## config.mk

```make
export PLATFORM = sky130hd
export DESIGN_NAME = regfile_sb_flat
export DESIGN_NICKNAME = d
export VERILOG_FILES = /design/src/rtl/mips_pkg.sv /design/src/rtl/regfile_sb_if.sv /design/src/rtl/regfile_sb_scoreboard.sv /design/src/rtl/regfile_sb.sv /design/src/flat_wrapper.sv
export SDC_FILE = /design/constraint.sdc
export NUM_CORES = 2
export LEC_CHECK = 0
export BUFFER_PORTS_ARGS = -buffer_cell sky130_fd_sc_hd__buf_2
export CAP_MARGIN = 30
export CORE_UTILIZATION = 30
export DETAILED_ROUTE_END_ITERATION = 8
export PLACE_DENSITY = 0.55
export SLEW_MARGIN = 20
export SYNTH_ARGS = -nofsm -noshare
export SYNTH_HDL_FRONTEND = slang
export SYNTH_SLANG_ARGS = --single-unit
```

## constraint.sdc

```tcl
create_clock -name clk -period 50.5 [get_ports clk]
set_input_delay 0 -clock clk [delete_from_list [all_inputs] [get_ports clk]]
set_output_delay 0 -clock clk [all_outputs]
set_load 0.01 [all_outputs]
```

## src/rtl/mips_pkg.sv

```systemverilog
// ---------------------------------------------------------------------------
// mips_pkg
// Shared definitions for the MIPS pipeline register file and its users
// (decode, writeback). Holds the architectural zero register index, the
// default register file geometry and the register address type.
// ---------------------------------------------------------------------------
package mips_pkg;

    // Architectural hard-wired zero register.
    localparam int REG_ZERO  = 0;

    // Default register file geometry.
    localparam int DEF_WIDTH = 32;
    localparam int DEF_DEPTH = 32;
    localparam int DEF_AW    = $clog2(DEF_DEPTH);

    // Register address as carried through decode and writeback.
    typedef logic [DEF_AW-1:0] reg_addr_t;

endpackage : mips_pkg

```

## src/rtl/regfile_sb_if.sv

```systemverilog
// ---------------------------------------------------------------------------
// regfile_sb_if
// Bundle of the register file read, writeback and issue-allocation signals.
//   ra          read addresses, port i at [i*AW +: AW]
//   rd          read data, port i at [i*WIDTH +: WIDTH]
//   rd_busy     per-port "operand still pending" flag
//   we/wa/wd    writeback strobe, address, data
//   alloc       issue request marking a new pending write to alloc_addr
//   alloc_ready issue may proceed this cycle
//   err         sticky "writeback without pending allocation" flag
// master: pipeline side (drives addresses/strobes); slave: register file.
// ---------------------------------------------------------------------------
interface regfile_sb_if
    import mips_pkg::*;
#(
    parameter int WIDTH = DEF_WIDTH,
    parameter int DEPTH = DEF_DEPTH,
    parameter int AW    = $clog2(DEPTH),
    parameter int NRD   = 2
) ();

    logic [NRD*AW-1:0]    ra;
    logic [NRD*WIDTH-1:0] rd;
    logic [NRD-1:0]       rd_busy;
    logic                 we;
    logic [AW-1:0]        wa;
    logic [WIDTH-1:0]     wd;
    logic                 alloc;
    logic [AW-1:0]        alloc_addr;
    logic                 alloc_ready;
    logic                 err;

    modport master (
        output ra, we, wa, wd, alloc, alloc_addr,
        input  rd, rd_busy, alloc_ready, err
    );

    modport slave (
        input  ra, we, wa, wd, alloc, alloc_addr,
        output rd, rd_busy, alloc_ready, err
    );

endinterface : regfile_sb_if

```

## src/rtl/regfile_sb_scoreboard.sv

```systemverilog
// ---------------------------------------------------------------------------
// reg_scoreboard
// Per-register pending-write counters for the register file.
//   clk, rst        clock, asynchronous active-high reset
//   ra_i            read addresses of all NRD ports
//   we_i, wa_i      writeback strobe and address (retires one pending write)
//   alloc_i         issue request, alloc_addr_i its destination register
//   alloc_ready_o   combinational: allocation can be accepted this cycle
//   rd_busy_o       combinational: port operand still pending after this
//                   cycle's writeback
//   err_o           sticky: writeback hit a register with no pending write
// ---------------------------------------------------------------------------
module reg_scoreboard
    import mips_pkg::*;
#(
    parameter int DEPTH = DEF_DEPTH,
    parameter int AW    = $clog2(DEPTH),
    parameter int NRD   = 2,
    parameter int PCW   = 2
) (
    input  logic              clk,
    input  logic              rst,
    input  logic [NRD*AW-1:0] ra_i,
    input  logic              we_i,
    input  logic [AW-1:0]     wa_i,
    input  logic              alloc_i,
    input  logic [AW-1:0]     alloc_addr_i,
    output logic              alloc_ready_o,
    output logic [NRD-1:0]    rd_busy_o,
    output logic              err_o
);

    localparam logic [PCW-1:0] CNT_MAX = '1;

    logic [PCW-1:0] cnt_q [DEPTH];
    logic [PCW-1:0] cnt_d [DEPTH];
    logic           err_q;
    logic           err_d;

    logic           wb_live;
    logic           alloc_ok;

    // Writes to the zero register neither retire counts nor raise err.
    assign wb_live = we_i && (wa_i != AW'(REG_ZERO));

    // A saturated counter can still accept an alloc when the same cycle's
    // writeback retires one entry, since the net change is zero.
    assign alloc_ready_o = (alloc_addr_i == AW'(REG_ZERO)) ||
                           !((cnt_q[alloc_addr_i] == CNT_MAX) &&
                             !(we_i && (wa_i == alloc_addr_i)));

    assign alloc_ok = alloc_i && alloc_ready_o &&
                      (alloc_addr_i != AW'(REG_ZERO));

    always_comb begin
        // NOTE: every target gets a default before any conditional update so
        // no path leaves it unassigned and no latch is inferred.
        for (int r = 0; r < DEPTH; r++) begin
            cnt_d[r] = cnt_q[r];
        end
        cnt_d[0] = '0;
        for (int r = 1; r < DEPTH; r++) begin
            cnt_d[r] = cnt_q[r]
                     + PCW'(alloc_ok && (alloc_addr_i == AW'(r)))
                     - PCW'(wb_live && (wa_i == AW'(r)) && (cnt_q[r] != '0));
        end
        err_d = err_q | (wb_live && (cnt_q[wa_i] == '0));
    end

    always_ff @(posedge clk or posedge rst) begin
        if (rst) begin
            // NOTE: the counter array is reset entry by entry; a reset-less
            // array would leave stale pending counts after a pipeline flush.
            for (int r = 0; r < DEPTH; r++) begin
                cnt_q[r] <= '0;
            end
            err_q <= 1'b0;
        end else begin
            // NOTE: sequential state uses non-blocking assignments only, so
            // every flop samples the pre-edge values of its inputs.
            cnt_q <= cnt_d;
            err_q <= err_d;
        end
    end

    // Busy means the count remains non-zero after this cycle's retire.
    // A retire only happens when the count is non-zero, so "cnt > dec"
    // equals "cnt - dec != 0".
    always_comb begin
        rd_busy_o = '0;
        for (int i = 0; i < NRD; i++) begin
            if (ra_i[i*AW +: AW] != AW'(REG_ZERO)) begin
                rd_busy_o[i] = cnt_q[ra_i[i*AW +: AW]] >
                               PCW'(we_i && (wa_i == ra_i[i*AW +: AW]));
            end
        end
    end

    assign err_o = err_q;

endmodule : reg_scoreboard

```

## src/rtl/regfile_sb.sv

```systemverilog
// ---------------------------------------------------------------------------
// regfile_sb
// General-purpose register file with NRD combinational read ports,
// write-through bypass and a pending-write scoreboard.
//   clk  clock, all state updates on the rising edge
//   rst  asynchronous active-high reset; clears data, counters and err
//   bus  regfile_sb_if slave: read ports, writeback, issue allocation,
//        busy/ready/err status
// Storage is a flop array so reset clears every register.
// ---------------------------------------------------------------------------
module regfile_sb
    import mips_pkg::*;
#(
    parameter int WIDTH = DEF_WIDTH,
    parameter int DEPTH = DEF_DEPTH,
    parameter int AW    = $clog2(DEPTH),
    parameter int NRD   = 2,
    parameter int PCW   = 2
) (
    input  logic        clk,
    input  logic        rst,
    regfile_sb_if.slave bus
);

    logic [WIDTH-1:0]     ram_q [DEPTH];
    logic [NRD*WIDTH-1:0] rd_c;

    always_ff @(posedge clk or posedge rst) begin
        if (rst) begin
            for (int r = 0; r < DEPTH; r++) begin
                ram_q[r] <= '0;
            end
        end else if (bus.we && (bus.wa != AW'(REG_ZERO))) begin
            ram_q[bus.wa] <= bus.wd;
        end
    end

    // Read mux: zero register, then same-cycle writeback bypass, then
    // storage. Bypass is blocked during reset so reads stay 0 even if the
    // pipeline is still presenting a writeback.
    always_comb begin
        rd_c = '0;
        for (int i = 0; i < NRD; i++) begin
            if (bus.ra[i*AW +: AW] == AW'(REG_ZERO)) begin
                rd_c[i*WIDTH +: WIDTH] = '0;
            end else if (!rst && bus.we && (bus.wa == bus.ra[i*AW +: AW])) begin
                rd_c[i*WIDTH +: WIDTH] = bus.wd;
            end else begin
                rd_c[i*WIDTH +: WIDTH] = ram_q[bus.ra[i*AW +: AW]];
            end
        end
    end

    assign bus.rd = rd_c;

    reg_scoreboard #(
        .DEPTH (DEPTH),
        .AW    (AW),
        .NRD   (NRD),
        .PCW   (PCW)
    ) u_scoreboard (
        .clk           (clk),
        .rst           (rst),
        .ra_i          (bus.ra),
        .we_i          (bus.we),
        .wa_i          (bus.wa),
        .alloc_i       (bus.alloc),
        .alloc_addr_i  (bus.alloc_addr),
        .alloc_ready_o (bus.alloc_ready),
        .rd_busy_o     (bus.rd_busy),
        .err_o         (bus.err)
    );

endmodule : regfile_sb

```

## src/flat_wrapper.sv

```systemverilog
// flat-port wrapper written by rule: the top's interface ports become plain ports
module regfile_sb_flat import mips_pkg::*;
#(
    parameter int WIDTH = DEF_WIDTH,
    parameter int DEPTH = DEF_DEPTH,
    parameter int AW    = $clog2(DEPTH),
    parameter int NRD   = 2,
    parameter int PCW   = 2
)
  (clk, rst, bus_ra, bus_we, bus_wa, bus_wd, bus_alloc, bus_alloc_addr, bus_rd, bus_rd_busy, bus_alloc_ready, bus_err);
  regfile_sb_if #(.WIDTH(WIDTH), .DEPTH(DEPTH), .AW(AW), .NRD(NRD)) bus_i ();
  input  logic clk;
  input  logic rst;
  input wire logic [$bits(bus_i.ra)-1:0] bus_ra;
  input wire logic [$bits(bus_i.we)-1:0] bus_we;
  input wire logic [$bits(bus_i.wa)-1:0] bus_wa;
  input wire logic [$bits(bus_i.wd)-1:0] bus_wd;
  input wire logic [$bits(bus_i.alloc)-1:0] bus_alloc;
  input wire logic [$bits(bus_i.alloc_addr)-1:0] bus_alloc_addr;
  output wire logic [$bits(bus_i.rd)-1:0] bus_rd;
  output wire logic [$bits(bus_i.rd_busy)-1:0] bus_rd_busy;
  output wire logic [$bits(bus_i.alloc_ready)-1:0] bus_alloc_ready;
  output wire logic [$bits(bus_i.err)-1:0] bus_err;
  assign bus_i.ra = bus_ra;
  assign bus_i.we = bus_we;
  assign bus_i.wa = bus_wa;
  assign bus_i.wd = bus_wd;
  assign bus_i.alloc = bus_alloc;
  assign bus_i.alloc_addr = bus_alloc_addr;
  assign bus_rd = bus_i.rd;
  assign bus_rd_busy = bus_i.rd_busy;
  assign bus_alloc_ready = bus_i.alloc_ready;
  assign bus_err = bus_i.err;
  regfile_sb #(.WIDTH(WIDTH), .DEPTH(DEPTH), .AW(AW), .NRD(NRD), .PCW(PCW)) u_core (.clk(clk), .rst(rst), .bus(bus_i));
endmodule
```

==> flow_metrics.env <==
export IMPL_status="complete, but fails checks"
export IMPL_violations="DRC, hold timing"
export IMPL_async_flop_share=1.000
export IMPL_clock_sinks=1087
export IMPL_fin_crit_ns=3.978
export IMPL_tns_ns=0
export IMPL_finalNetCount=4315
export IMPL_areaGrowthSynthToFinish_pct=13.04
export IMPL_numCtsBuffers=115
export IMPL_drc=8
export IMPL_worst_path_dominant_cell_family="buffers and inverters"
export IMPL_dieHeight_um=451.2
export IMPL_cts_tree="yes"
export IMPL_ys_flop_type="dfrtp_1"
export IMPL_cellLeakagePower_uw=0.02920
export IMPL_rsz0062_at_grt="false"
export IMPL_ys_warn_count=0
export IMPL_worst_path_buf_inv=4
export IMPL_yosysMostFrequentCell="dfrtp_1"
export IMPL_max_clock_freq_ghz=0.2514
export IMPL_port_buffers=123
export IMPL_drtIter0Drc=4399
export IMPL_start_util=0.3025
export IMPL_io_pins=124
export IMPL_synth_nets=4373
export IMPL_switching_share=0.2935
export IMPL_path_cells="buf_8 > buf_4 > buf_4 > mux4_2 > mux4_2 > a32oi_1 > nand2_1 > buf_2"
export IMPL_sequentialPowerShare=0.446
export IMPL_clk_pin_slew_worst_paths_ns=0.06
export IMPL_p_sw_uw=792.5
export IMPL_p_clk_frac=0.331
export IMPL_postCtsSetupBuffers=0
export IMPL_multiInputGateArea_um2=31340
export IMPL_die_w_um=451.2
export IMPL_die_area_um2=203600
export IMPL_endpoint_kind="output pin"
export IMPL_maxSlewViolCount=0
export IMPL_grt_ovfl_total=0
export IMPL_cts_resized=0
export IMPL_setup_violations=0
export IMPL_via_per_inst=5.833
export IMPL_worstSetupPathType="input port to output pin"
export IMPL_cts_root_buf="clkbuf_16"
export IMPL_reg2reg_from="u_core.u_scoreboard.cnt_q[16]"
export IMPL_max_stage_delay_ns=0.81
export IMPL_relSlewSlack=0.2442
export IMPL_ff_latch_area_um2=27200
export IMPL_cts_max_path_buffers=3
export IMPL_min_period_over_period=0.07877
export IMPL_worstMarginPinSlew_ns=1.134
export IMPL_grt_pass1_wl_um=318600
export IMPL_synth_top_cell_by_area="dfrtp_1"
export IMPL_h_tree_depth=3
export IMPL_cts_hold_buffers=35
export IMPL_fillers=19265
export IMPL_synthCells=4253
export IMPL_r2r_end="u_core.u_scoreboard.cnt_q[23]"
export IMPL_critPathMaxFanout=44
export IMPL_syn_area_um2=60530
export IMPL_critPathSlowestCell="buf_4"
export IMPL_powerDensity_nw_per_um2=39.46
export IMPL_max_cap_violations=0
export IMPL_reg2regPathDepth=10
export IMPL_irDropWorstVdd_v=0.00003003
export IMPL_clock_skew_ns=0.01482
export IMPL_synth_commonest_cells="dfrtp_1 (1087), mux2_2 (903), mux4_2 (514), clkbuf_1 (217), buf_2 (179)"
export IMPL_drt_wirelength_per_cell_um=31.91
export IMPL_worstHoldPathType="input port to async pin"
export IMPL_netlist_area_leader_share=0.4494
export IMPL_grt_max_degree=144
export IMPL_routed_wl_um=221700
export IMPL_clk_latency_ns=0.75
export IMPL_intPower_uw=1908
export IMPL_drive_above_1_share=0.4500
export IMPL_regToRegSetupSlack_ns=47.60
export IMPL_grt_pass1_vias=41171
export IMPL_place_hpwl_um=129700
export IMPL_power_frac_comb=0.223
export IMPL_avgSynthCellArea_um2=14.23
export IMPL_coreArea_um2=200100
export IMPL_hold_viol=18
export IMPL_grt_usage=0.2163
export IMPL_synth_cell_type_count=67
export IMPL_first_pass_iters=7
export IMPL_place_congestion=0.8189
export IMPL_ys_seq_area_frac=0.4494
export IMPL_holdWs_ns=-0.01198
export IMPL_vias=40531
export IMPL_rows=164
export IMPL_setup_worst_path_start_class="input port"
export IMPL_antenna_left=0
export IMPL_antenna_found_initial=12
export IMPL_synth_edf_count=0
export IMPL_ys_ff_latch=1087
export IMPL_synth_area_top_cells="dfrtp_1 (45%), mux4_2 (19%), mux2_2 (17%)"
export IMPL_worst_ep_required_time_ns=50.50
export IMPL_arrival_ns=3.98
==> state kept, by name (all words and copies together), names as in the netlist <==
register                   flops
u_core.ram_q                1024
u_core.u_scoreboard.cnt_q     62
u_core.u_scoreboard.err_o      1
==> per-stage QoR <==
step	cells	cell area (um2)	setup WS (ns)	utilization	power [uW]
after floorplan	4253	60530	19.90	-	1624
after global placement	6672	63510	46.22	0.3174	1791
after detailed placement	6690	63900	46.20	0.3194	1812
after CTS	6936	68210	46.43	0.3409	2710
after global routing	6946	68410	46.26	0.3420	2815
final	6949	68420	46.52	0.3420	2700
==> cell families after synthesis <==
family / count (synthesis) / synth area share
multiplexers: 1703 / 0.4089
AND/OR/NAND/NOR: 451 / 0.03570
AO/OA/AOI/OAI: 371 / 0.04374
buffers and inverters: 500 / 0.03793
adder cells (fa/ha/maj): 64 / 0.01323
flip-flops: 1087 / 0.4494
XOR/XNOR: 77 / 0.01114
==> worst reg2reg max path: cells and delay by family, from the launching register on <==
family / cells / cell delay, ns
AO/OA/AOI/OAI: 2 / 0.69
XOR/XNOR: 2 / 0.31
adder cells (fa/ha/maj): 2 / 0.50
buffers and inverters: 1 / 0.04
flip-flops: 1 / 0.45
multiplexers: 1 / 0.59
AND/OR/NAND/NOR: 2 / 0.24
==> metal layers <==
metal  global-route usage  up-vias  part of all wire
met5                    0        -           0.00042
met4              0.09556       16             0.046
met3              0.03529      421             0.068
met2               0.3543     1770              0.48
met1               0.2809    22143              0.40
li1                     -    16181                 -
==> power by group through the flow <==
stage	Clock (uW)	Combinational, uW	Sequential (uW)
finish	893	602	1200
floorplan	0	459	1160
global placement	0	586	1200
CTS	909	604	1200
detailed placement	0	600	1210
global route	942	645	1230
==> cell usage in the layout (no fill, tap or decap), types with 10 or more instances in the layout <==
| cell | instances |
|---|---|
| a32oi_1 | 13 |
| clkbuf_16 | 115 |
| nand2_1 | 135 |
| mux2_1 | 112 |
| clkinv_2 | 23 |
| a22o_1 | 27 |
| inv_1 | 35 |
| a22oi_1 | 86 |
| buf_12 | 10 |
| clkbuf_8 | 39 |
| nor2_1 | 67 |
| o221ai_1 | 33 |
| ha_1 | 64 |
| nor3_1 | 29 |
| buf_16 | 15 |
| nor2b_1 | 11 |
| nand3_1 | 100 |
| mux2i_1 | 174 |
| a21oi_1 | 52 |
| and3_1 | 10 |
| mux2_2 | 903 |
| xnor2_1 | 68 |
| o21ai_0 | 62 |
| buf_4 | 98 |
| o21ai_1 | 11 |
| dfrtp_1 | 1087 |
| buf_2 | 118 |
| nor2_4 | 13 |
| o211ai_1 | 21 |
| dlygate4sd3_1 | 35 |
| nand4_1 | 15 |
| mux4_2 | 514 |
| clkbuf_1 | 17 |
| a221oi_1 | 17 |
==> worst max-delay path by stage <==
stage	depth (start not counted)	start	endpoint	slack (ns)
floorplan	1	rst	u_core.ram_q[0]	19.90
global placement	6	rst	u_core.ram_q[1020]	46.22
detailed placement	6	rst	u_core.ram_q[654]	46.20
CTS	8	bus_ra[0]	bus_rd[25]	46.43
global route	8	bus_ra[0]	bus_rd[25]	46.26
finish	8	bus_ra[0]	bus_rd[25]	46.52
==> cell type report <==
type / instances / share of cell area
clock inverters: 41 / 0.007150
flip-flops and latches: 1087 / 0.3976
multi-input cells: 2666 / 0.4581
diodes: 4 / 0.0001463
well taps: 2656 / 0.04857
clock buffers: 170 / 0.05064
repair buffers: 286 / 0.03559
inverters: 39 / 0.002249
(Power assumes the default switching activity.)
